**src/rtl/seq_divider_if.sv**
```systemverilog
// seq_divider_if
//   Bundles the divider's request/response signals.
//   master: the requester (CPU core or bench) drives start/flush/operands and
//           observes busy/done/results.
//   slave : the divider itself.
// Handshake: a request is taken on a rising edge where start=1, flush=0 and
// busy=0. busy stays high until and including the single done cycle. Results
// and flags are valid in the done cycle and hold until the next completed
// operation or reset. flush aborts without a done pulse.
interface seq_divider_if #(
  parameter int WIDTH = 32
);
  logic             start;
  logic             flush;
  logic             is_signed;
  logic [WIDTH-1:0] dividend;
  logic [WIDTH-1:0] divisor;
  logic             busy;
  logic             done;
  logic [WIDTH-1:0] quotient;
  logic [WIDTH-1:0] remainder;
  logic             div_zero;
  logic             overflow;

  modport master (
    output start, flush, is_signed, dividend, divisor,
    input  busy, done, quotient, remainder, div_zero, overflow
  );

  modport slave (
    input  start, flush, is_signed, dividend, divisor,
    output busy, done, quotient, remainder, div_zero, overflow
  );
endinterface

```
**src/rtl/seq_divider.sv**
```systemverilog
// seq_divider
//   Multi-cycle radix-2 restoring divider (signed/unsigned, quotient
//   truncates toward zero, remainder takes the dividend's sign).
// Ports:
//   clk         rising-edge clock
//   rst_n       asynchronous active-low reset
//   bus_io      seq_divider_if.slave (start/flush/is_signed/dividend/divisor in;
//               busy/done/quotient/remainder/div_zero/overflow out)
//   dbg_state_o current FSM state (IDLE=0, CALC=1, FIX=2, DONE=3)
module seq_divider #(
  parameter int WIDTH = 32,
  parameter int CNT_W = 6
) (
  input  logic                clk,
  input  logic                rst_n,
  seq_divider_if.slave        bus_io,
  output logic [1:0]          dbg_state_o
);

  typedef enum logic [1:0] {S_IDLE, S_CALC, S_FIX, S_DONE} state_e;

  localparam logic [WIDTH-1:0] MIN_V = {1'b1, {(WIDTH-1){1'b0}}};
  localparam logic [CNT_W-1:0] LAST  = CNT_W'(WIDTH - 1);

  state_e           state_q, state_d;
  logic [WIDTH-1:0] rem_q, rem_d;     // partial remainder (magnitude)
  logic [WIDTH-1:0] dvd_q, dvd_d;     // dividend shifting out, quotient shifting in
  logic [WIDTH-1:0] dsr_q, dsr_d;     // divisor magnitude
  logic [CNT_W-1:0] cnt_q, cnt_d;
  logic             qneg_q, qneg_d;
  logic             rneg_q, rneg_d;
  logic             fast_q, fast_d;   // preset result, skip sign fix-up
  logic             dzp_q, dzp_d;     // pending div_zero
  logic             ovp_q, ovp_d;     // pending overflow
  logic [WIDTH-1:0] quot_q, quot_d;
  logic [WIDTH-1:0] remo_q, remo_d;
  logic             dz_q, dz_d;
  logic             ov_q, ov_d;

  logic             sd, sv, dz_w, ovf_w;
  logic [WIDTH-1:0] mag_a, mag_b;
  logic [WIDTH:0]   rem_sh, trial;

  assign sd    = bus_io.is_signed & bus_io.dividend[WIDTH-1];
  assign sv    = bus_io.is_signed & bus_io.divisor[WIDTH-1];
  assign mag_a = sd ? -bus_io.dividend : bus_io.dividend;
  assign mag_b = sv ? -bus_io.divisor  : bus_io.divisor;
  assign dz_w  = (bus_io.divisor == '0);
  assign ovf_w = bus_io.is_signed & (bus_io.dividend == MIN_V) & (&bus_io.divisor);

  // rem < divisor always holds, so the shifted remainder fits in WIDTH+1 bits
  // and the trial difference's top bit is a clean sign.
  assign rem_sh = {rem_q, dvd_q[WIDTH-1]};
  assign trial  = rem_sh - {1'b0, dsr_q};

  // Next-state logic
  always_comb begin
    state_d = state_q;
    case (state_q)
      S_IDLE: if (bus_io.start) state_d = (dz_w || ovf_w) ? S_FIX : S_CALC;
      S_CALC: if (cnt_q == LAST) state_d = S_FIX;
      S_FIX:  state_d = S_DONE;
      S_DONE: state_d = S_IDLE;
      default: state_d = S_IDLE;
    endcase
    // flush overrides every transition, including an accept
    if (bus_io.flush) state_d = S_IDLE;
  end

  // Datapath next values
  always_comb begin
    rem_d  = rem_q;
    dvd_d  = dvd_q;
    dsr_d  = dsr_q;
    cnt_d  = cnt_q;
    qneg_d = qneg_q;
    rneg_d = rneg_q;
    fast_d = fast_q;
    dzp_d  = dzp_q;
    ovp_d  = ovp_q;
    quot_d = quot_q;
    remo_d = remo_q;
    dz_d   = dz_q;
    ov_d   = ov_q;
    case (state_q)
      S_IDLE: begin
        if (bus_io.start && !bus_io.flush) begin
          qneg_d = sd ^ sv;
          rneg_d = sd;
          rem_d  = '0;
          cnt_d  = '0;
          dvd_d  = mag_a;
          dsr_d  = mag_b;
          fast_d = 1'b0;
          dzp_d  = 1'b0;
          ovp_d  = 1'b0;
          if (dz_w) begin
            dvd_d  = '1;
            rem_d  = bus_io.dividend;
            dzp_d  = 1'b1;
            fast_d = 1'b1;
          end else if (ovf_w) begin
            dvd_d  = MIN_V;
            rem_d  = '0;
            ovp_d  = 1'b1;
            fast_d = 1'b1;
          end
        end
      end
      S_CALC: begin
        rem_d = trial[WIDTH] ? rem_sh[WIDTH-1:0] : trial[WIDTH-1:0];
        dvd_d = {dvd_q[WIDTH-2:0], ~trial[WIDTH]};
        cnt_d = cnt_q + 1'b1;
      end
      S_FIX: begin
        if (!bus_io.flush) begin
          if (fast_q) begin
            quot_d = dvd_q;
            remo_d = rem_q;
          end else begin
            quot_d = qneg_q ? -dvd_q : dvd_q;
            remo_d = rneg_q ? -rem_q : rem_q;
          end
          dz_d = dzp_q;
          ov_d = ovp_q;
        end
      end
      default: ;
    endcase
  end

  always_ff @(posedge clk or negedge rst_n) begin
    if (!rst_n) begin
      state_q <= S_IDLE;
      rem_q   <= '0;
      dvd_q   <= '0;
      dsr_q   <= '0;
      cnt_q   <= '0;
      qneg_q  <= 1'b0;
      rneg_q  <= 1'b0;
      fast_q  <= 1'b0;
      dzp_q   <= 1'b0;
      ovp_q   <= 1'b0;
      quot_q  <= '0;
      remo_q  <= '0;
      dz_q    <= 1'b0;
      ov_q    <= 1'b0;
    end else begin
      state_q <= state_d;
      rem_q   <= rem_d;
      dvd_q   <= dvd_d;
      dsr_q   <= dsr_d;
      cnt_q   <= cnt_d;
      qneg_q  <= qneg_d;
      rneg_q  <= rneg_d;
      fast_q  <= fast_d;
      dzp_q   <= dzp_d;
      ovp_q   <= ovp_d;
      quot_q  <= quot_d;
      remo_q  <= remo_d;
      dz_q    <= dz_d;
      ov_q    <= ov_d;
    end
  end

  assign bus_io.busy      = (state_q != S_IDLE);
  assign bus_io.done      = (state_q == S_DONE);
  assign bus_io.quotient  = quot_q;
  assign bus_io.remainder = remo_q;
  assign bus_io.div_zero  = dz_q;
  assign bus_io.overflow  = ov_q;
  assign dbg_state_o      = state_q;

endmodule

```
**src/flat_wrapper.sv**
```systemverilog
// flat-port wrapper written by rule: the top's interface ports become plain ports
module seq_divider_flat 
#(
  parameter int WIDTH = 32,
  parameter int CNT_W = 6
)
  (clk, rst_n, dbg_state_o, bus_io_start, bus_io_flush, bus_io_is_signed, bus_io_dividend, bus_io_divisor, bus_io_busy, bus_io_done, bus_io_quotient, bus_io_remainder, bus_io_div_zero, bus_io_overflow);
  seq_divider_if #(.WIDTH(WIDTH)) bus_io_i ();
  input  logic clk;
  input  logic rst_n;
  output logic [1:0] dbg_state_o;
  input wire logic [$bits(bus_io_i.start)-1:0] bus_io_start;
  input wire logic [$bits(bus_io_i.flush)-1:0] bus_io_flush;
  input wire logic [$bits(bus_io_i.is_signed)-1:0] bus_io_is_signed;
  input wire logic [$bits(bus_io_i.dividend)-1:0] bus_io_dividend;
  input wire logic [$bits(bus_io_i.divisor)-1:0] bus_io_divisor;
  output wire logic [$bits(bus_io_i.busy)-1:0] bus_io_busy;
  output wire logic [$bits(bus_io_i.done)-1:0] bus_io_done;
  output wire logic [$bits(bus_io_i.quotient)-1:0] bus_io_quotient;
  output wire logic [$bits(bus_io_i.remainder)-1:0] bus_io_remainder;
  output wire logic [$bits(bus_io_i.div_zero)-1:0] bus_io_div_zero;
  output wire logic [$bits(bus_io_i.overflow)-1:0] bus_io_overflow;
  assign bus_io_i.start = bus_io_start;
  assign bus_io_i.flush = bus_io_flush;
  assign bus_io_i.is_signed = bus_io_is_signed;
  assign bus_io_i.dividend = bus_io_dividend;
  assign bus_io_i.divisor = bus_io_divisor;
  assign bus_io_busy = bus_io_i.busy;
  assign bus_io_done = bus_io_i.done;
  assign bus_io_quotient = bus_io_i.quotient;
  assign bus_io_remainder = bus_io_i.remainder;
  assign bus_io_div_zero = bus_io_i.div_zero;
  assign bus_io_overflow = bus_io_i.overflow;
  seq_divider #(.WIDTH(WIDTH), .CNT_W(CNT_W)) u_core (.clk(clk), .rst_n(rst_n), .bus_io(bus_io_i), .dbg_state_o(dbg_state_o));
endmodule
```
**config.mk**
```make
export PLATFORM = sky130hd
export DESIGN_NAME = seq_divider_flat
export DESIGN_NICKNAME = d
export VERILOG_FILES = /design/src/rtl/seq_divider_if.sv /design/src/rtl/seq_divider.sv /design/src/flat_wrapper.sv
export SDC_FILE = /design/constraint.sdc
export NUM_CORES = 1
export LEC_CHECK = 0
export ABC_AREA = 1
export CAP_MARGIN = 20
export CORE_MARGIN = 1.5
export CORE_UTILIZATION = 25
export DETAILED_ROUTE_END_ITERATION = 8
export DONT_BUFFER_PORTS = 1
export GPL_TIMING_DRIVEN = 0
export PLACE_DENSITY = 0.35
export SYNTH_ARGS = -nofsm -noshare
export SYNTH_HDL_FRONTEND = slang
export SYNTH_SLANG_ARGS = --single-unit
export TNS_END_PERCENT = 20
```
**constraint.sdc**
```tcl
create_clock -name clk -period 7.35 [get_ports clk]
set_input_delay 1.47 -clock clk [delete_from_list [all_inputs] [get_ports clk]]
set_output_delay 1.47 -clock clk [all_outputs]
set_load 0.03 [all_outputs]
```
# Yosys cells after proc, flatten, opt, wreduce, memory -nomap -nowiden
# Index checks and enable logic that the tools add are counted.
# totals
reg_bits	175
rom_bits	0
mem_count	0
latchBits	0
in_bits	69
mem_bits_rw	0
out_inout_bits	70
# classes
mul	0
mux	25
n_shift	0
addsub	6
n_reduce_logical	12
n_bitwise	7
div	0
n_lt_le_gt_ge	0
eq_ne	8
# op_table
cell	n
$mux W32	12
$neg A32 Y32	4
$pmux W32 S2	2
$sub A33 B32 Y33	1
$eq A32 B32 Y1 const B	1
$logic_not A32 Y1	1
$reduce_and A32 Y1	1
$pmux W6 S2	1
$mux W2	4
$pmux W2 S4	1
$reduce_and A2 Y1	4
$add A6 B1 Y6 const B	1
$eq A6 B5 Y1 const B	1
$mux W6	1
$and A1 B1 Y1	4
$eq A2 B2 Y1 const B	2
$mux W1	4
$reduce_bool A2 Y1	2
$ne A3 B2 Y1 const B	1
$ne A3 B3 Y1 const B	1
$eq A2 B1 Y1 const B	1
$logic_not A2 Y1	1
$ne A2 B1 Y1 const B	1
$not A1 Y1	2
4 further kinds	4

# Logic depth before layout (Yosys ltp)
# depth
depth_word	8
mapped_depth	19

# Worst setup path after synthesis
# Ideal clock, no wire load.
# synth_timing
kind	input port to flip-flop
from	in bus_io_dividend[0]
to	reg u_core.dvd_q[15]
arrival_ps	2868
t_required_ps	7219
cell_stages	12
setup_time_ps	131
path_slack_ps	4350
cell_sequence	inv_1 > ha_1 > nand2_1 > nor2_1 > nand4_1 > inv_1 > nand4_1 > nor2_1 > nand2_2 > buf_2 > a21oi_1 > o22ai_1
# synth_via
elab_chain_len	7
# synth_rtl
element	line	source
from (decl)	flat_wrapper.sv:15	input wire logic [$bits(bus_io_i.dividend)-1:0] bus_io_dividend;
parallel branches: the longest is 3 deep, another holds $neg A32 Y32	n/a	
$mux W32 *	seq_divider.sv:102	end else if (ovf_w) begin
$mux W32 *	seq_divider.sv:97	if (dz_w) begin
$mux W32 *	seq_divider.sv:87	if (bus_io.start && !bus_io.flush) begin
$pmux W32 S2 *	seq_divider.sv:85	case (state_q)
to (signal assigned)	seq_divider.sv:151	dvd_q <= dvd_d;
to (decl)	seq_divider.sv:27	logic [WIDTH-1:0] dvd_q, dvd_d;
# Mark *: on every way between the ends. The select of a mux whose other input is x is not followed.
# A chain may end at the register's enable or synchronous reset.

# Worst setup path in the final report
# layout_timing
from	in bus_io_divisor[0]
to	reg u_core.rem_q[12]
# layout_via
elab_chain_len	4
# layout_rtl
element	line	source
from (decl)	flat_wrapper.sv:16	input wire logic [$bits(bus_io_i.divisor)-1:0] bus_io_divisor;
$logic_not A32 Y1	seq_divider.sv:48	assign dz_w = (bus_io.divisor == '0);
$mux W32	seq_divider.sv:97	
$mux W32	seq_divider.sv:87	
$pmux W32 S2	seq_divider.sv:85	
to (signal assigned)	seq_divider.sv:150	rem_q <= rem_d;
to (decl)	seq_divider.sv:26	logic [WIDTH-1:0] rem_q, rem_d;
# Every way passes these cells. The select of a mux whose other input is x is not followed.

==> flow_metrics.tcl <==
set metrics [dict create \
    worstMarginPinSlew_ps 999 \
    groute.usage.overall_pct 21.2 \
    floorplan.initialDensity_pct 25.4 \
    critPathKind "input port to flop" \
    utilization_pct 28.3 \
    cp_cell_instances "inv_1 -> ha_1 -> nand3_1 -> nor2_2 -> nand4_1 -> nor2_1 -> nand3_1 -> nor2_2 -> buf_4 -> a22oi_1 -> o21ai_1" \
    postLayoutCellArea_sq_um 14600 \
    timing.critical_path.from "bus_io_divisor[0]" \
    detail_route.iter0.violations 910 \
    io_buffers 0 \
    timing.critical_path.slowest_cell_delay_ps 430 \
    core_area_sq_um 51500 \
    dpl_cell_area_sq_um 13900 \
    area.growth.synth_to_final_pct 11.6 \
    cp_required_ps 7770 \
    yosys-top-cells-count "492 x sky130_fd_sc_hd__nand2_1, 244 x sky130_fd_sc_hd__inv_1, 176 x sky130_fd_sc_hd__nor2_1, 175 x sky130_fd_sc_hd__dfrtp_1, 155 x sky130_fd_sc_hd__o21ai_0" \
    power.net_switching_w 0.00343 \
    clock_tree_from_tritoncts "done" \
    post_cts_resized 0 \
    synth.area.top_cells "sky130_fd_sc_hd__dfrtp_1 34%, sky130_fd_sc_hd__nand2_1 14%, sky130_fd_sc_hd__inv_1 7.0%, sky130_fd_sc_hd__o21ai_0 5.9%, sky130_fd_sc_hd__xor2_1 5.4%" \
    critical_path_peak_fanout 10 \
    mappedNetlistArea_sq_um 13100 \
    gp_congestion 0.871 \
    clkTransAtPathRegs_ps 70 \
    number_of_synthesized_flops_with_an_enable_pin 0 \
    antenna_violations_before_repair 1 \
    fp.dieW_microns 232 \
    drc_errors 0 \
    route.detailed.wl_per_inst_microns 21.1 \
    holdCritPathClass "flop to flop" \
    clk_path_buf_depth 2 \
    max_rail_drop_vdd_mv 0.196 \
    nFillCells 5854 \
    routed_wirelength_microns 55500 \
    layout_min_cycle_time_ps 3520 \
    fin_hold_ws_ps 485 \
    clock_network_latency_to_the_later_pin_of_the_worst_skew_pair_ps 500 \
    post_synthesis_cell_type_with_the_largest_combined_area "sky130_fd_sc_hd__dfrtp_1" \
    insertedDiodeCount 0 \
    timing.reg2reg.worst_path_depth 6 \
    cts-root-buf "sky130_fd_sc_hd__clkbuf_16" \
    clock_skew_ps 14.3 \
    ys_async_sr_fraction_pct 100 \
    dr_total_vias 12569 \
    synth_seq_area_share_pct 33.5 \
    route.antenna.remaining_nets 0 \
    yosysWarnings 0 \
    mappedNetlistNets 2033 \
    cts.repair_timing.setup_buffer_count 0 \
    first_global_vias 12630 \
    power_report.internal_total_w 0.00303 \
    regToRegStartpoint "u_core.dbg_state_o[0]" \
    sw_frac_of_total_pct 53.1 \
    post_synth.cell_area_avg_sq_um 6.80 \
    pwr-share-clk_pct 16.6 \
    slowest_cell_on_crit_path "sky130_fd_sc_hd__nor2_2" \
    finalCritPeriodShare_pct 47.9 \
    hold_viol_final 0 \
    crit_arrival_ps 3940 \
    final_net_count 2052 \
    cell_depth_of_the_worst_min_delay_path 2 \
    timing.critical_path.to_type "flop" \
    fmax_ghz 0.284 \
    post_layout_total_power_w 0.00646 \
    synthDistinctLibCells 56 \
    power_per_unit_of_standard_cell_area_nw_per_um2 443 \
    fraction_of_layout_cells_with_a_size_suffix_above_1_pct 5.48 \
    static-leakage-power_nw 7.07 \
    io_pins 139 \
    largest_net_degree_at_the_start_of_global_routing 176 \
    clock_sink_count 175 \
    maximum_level_of_the_cts_h_tree 4 \
    cts_hold_repair.buffers 0 \
    max_cap_viol_count 0 \
    seq_power_share_pct 30.5 \
    gr-total-overflow 0 \
    dominantRegCellSynth "sky130_fd_sc_hd__dfrtp_1" \
    wire_length_of_the_first_global_routing_pass_microns 82600 \
    outcome "completed" \
    detail_route.vias_per_cell 4.77 \
    synth_most_common_cell "sky130_fd_sc_hd__nand2_1" \
    number_of_synthesized_register_bits 175 \
    worst_slew_margin_rel_pct 33.4 \
    unrepaired_setup_endpoints_after_global_routing "no" \
    timing.setup.tns_ps 0 \
    yosys.area.top_type_share_pct 33.5 \
    slew_viol_final 0 \
    worst_setup_path_start_kind "input port" \
    dpl.hpwl_microns 44700 \
    die_h_microns 232 \
    drt_pre_antenna_iters 5 \
    row_count 83 \
    numCtsBuffers 17 \
    syn_inst 1921 \
    report.final.setup_viol 0 \
    combPwrFrac_pct 52.8 \
    die_area_sq_um 53700 \
    holdCritStartpoint "u_core.dsr_q[27]" \
]
==> flip-flops by register name, summed over array words and instances (netlist names) <==
| signal | count |
|---|---|
| u_core.cnt_q | 6 |
| u_core.bus_io.remainder | 32 |
| u_core.bus_io.quotient | 32 |
| u_core.ovp_q | 1 |
| u_core.dvd_q | 32 |
| u_core.bus_io.overflow | 1 |
| u_core.dzp_q | 1 |
| u_core.dsr_q | 32 |
| u_core.dbg_state_o | 2 |
| u_core.fast_q | 1 |
| u_core.rem_q | 32 |
| u_core.qneg_q | 1 |
| u_core.rneg_q | 1 |
| u_core.bus_io.div_zero | 1 |
==> worst paths after layout <==
| path | slack, ps | endpoint |
|---|---|---|
| min | 480 | u_core.dsr_q[27] |
| max | 3830 | u_core.rem_q[12] |
| max in group asynchronous | 6360 | u_core.cnt_q[2] |
| max reg2reg | 4140 | u_core.bus_io.overflow |
| min reg2reg | 480 | u_core.dsr_q[27] |
| min in group asynchronous | 690 | u_core.bus_io.remainder[12] |
==> through the flow <==
| stage | setup WS (ps) | instances |
|---|---|---|
| floorplan | 4350 | 1921 |
| global placement | 3260 | 2601 |
| detailed placement | 3270 | 2601 |
| CTS | 3800 | 2633 |
| global route | 3610 | 2633 |
| finish | 3830 | 2633 |
==> area by class of cell <==
class / instances / area (sq um) / share of cell area [%]
plain buffers: 62 / 290 / 1.99
clock buffers: 20 / 467 / 3.20
clock inverters: 12 / 203 / 1.39
inverters: 256 / 961 / 6.59
multi-input cells: 1428 / 7440 / 51.0
flip-flops and latches: 175 / 4380 / 30.0
well taps: 680 / 851 / 5.83
==> cells in the final DEF, fill, tap and decap left out, drive strengths merged, types with 3 or more instances in the layout <==
| cell type | count |
|---|---|
| nand2 | 508 |
| xnor2 | 15 |
| clkbuf | 70 |
| o22ai | 13 |
| xor2 | 81 |
| o21bai | 12 |
| ha | 42 |
| o211ai | 6 |
| a21o | 6 |
| dfrtp | 175 |
| nand4 | 24 |
| o21ai | 192 |
| o221ai | 3 |
| nor3 | 40 |
| a22oi | 15 |
| or2 | 9 |
| o31ai | 7 |
| buf | 12 |
| nand3b | 5 |
| a31oi | 7 |
| clkinv | 5 |
| nor4 | 8 |
| a21oi | 90 |
| inv | 257 |
| nand3 | 149 |
| o32ai | 3 |
| bufinv | 5 |
| nor2 | 184 |
==> power by group through the flow <==
stage               logic (W)  registers, W  clock network, W
floorplan             0.00241       0.00184                 0
global placement      0.00342       0.00199                 0
detailed placement    0.00342       0.00199                 0
CTS                   0.00344       0.00198           0.00111
global route          0.00386       0.00203           0.00114
finish                0.00342       0.00197           0.00108
==> cells by family (layout without fill, tap and decap cells) <==
logic type / after synthesis / in the layout / share of synthesized area, %
AND/OR/NAND/NOR: 931 / 931 / 30.9
AO/OA/AOI/OAI: 358 / 358 / 15.4
buffers and inverters: 318 / 350 / 9.57
flip-flops: 175 / 175 / 33.5
XOR/XNOR: 96 / 96 / 6.43
adder cells (fa/ha/maj): 43 / 43 / 4.17
==> worst max-delay path, delay by kind of cell <==
family | cells | cell delay, ps
AOI/OAI and AO/OA | 2 | 240
adders and majority gates | 1 | 270
buffers and inverters | 2 | 370
and+or+nand+nor | 6 | 1580
==> metal layers <==
layer	global-route usage, %	share of wire [%]	wire (microns)
met2	32.2	43	23800
met5	0	0	0
met3	6.24	6.7	3720
met4	4.28	1.0	558
met1	29.5	49	27400
(Power assumes the default switching activity.)
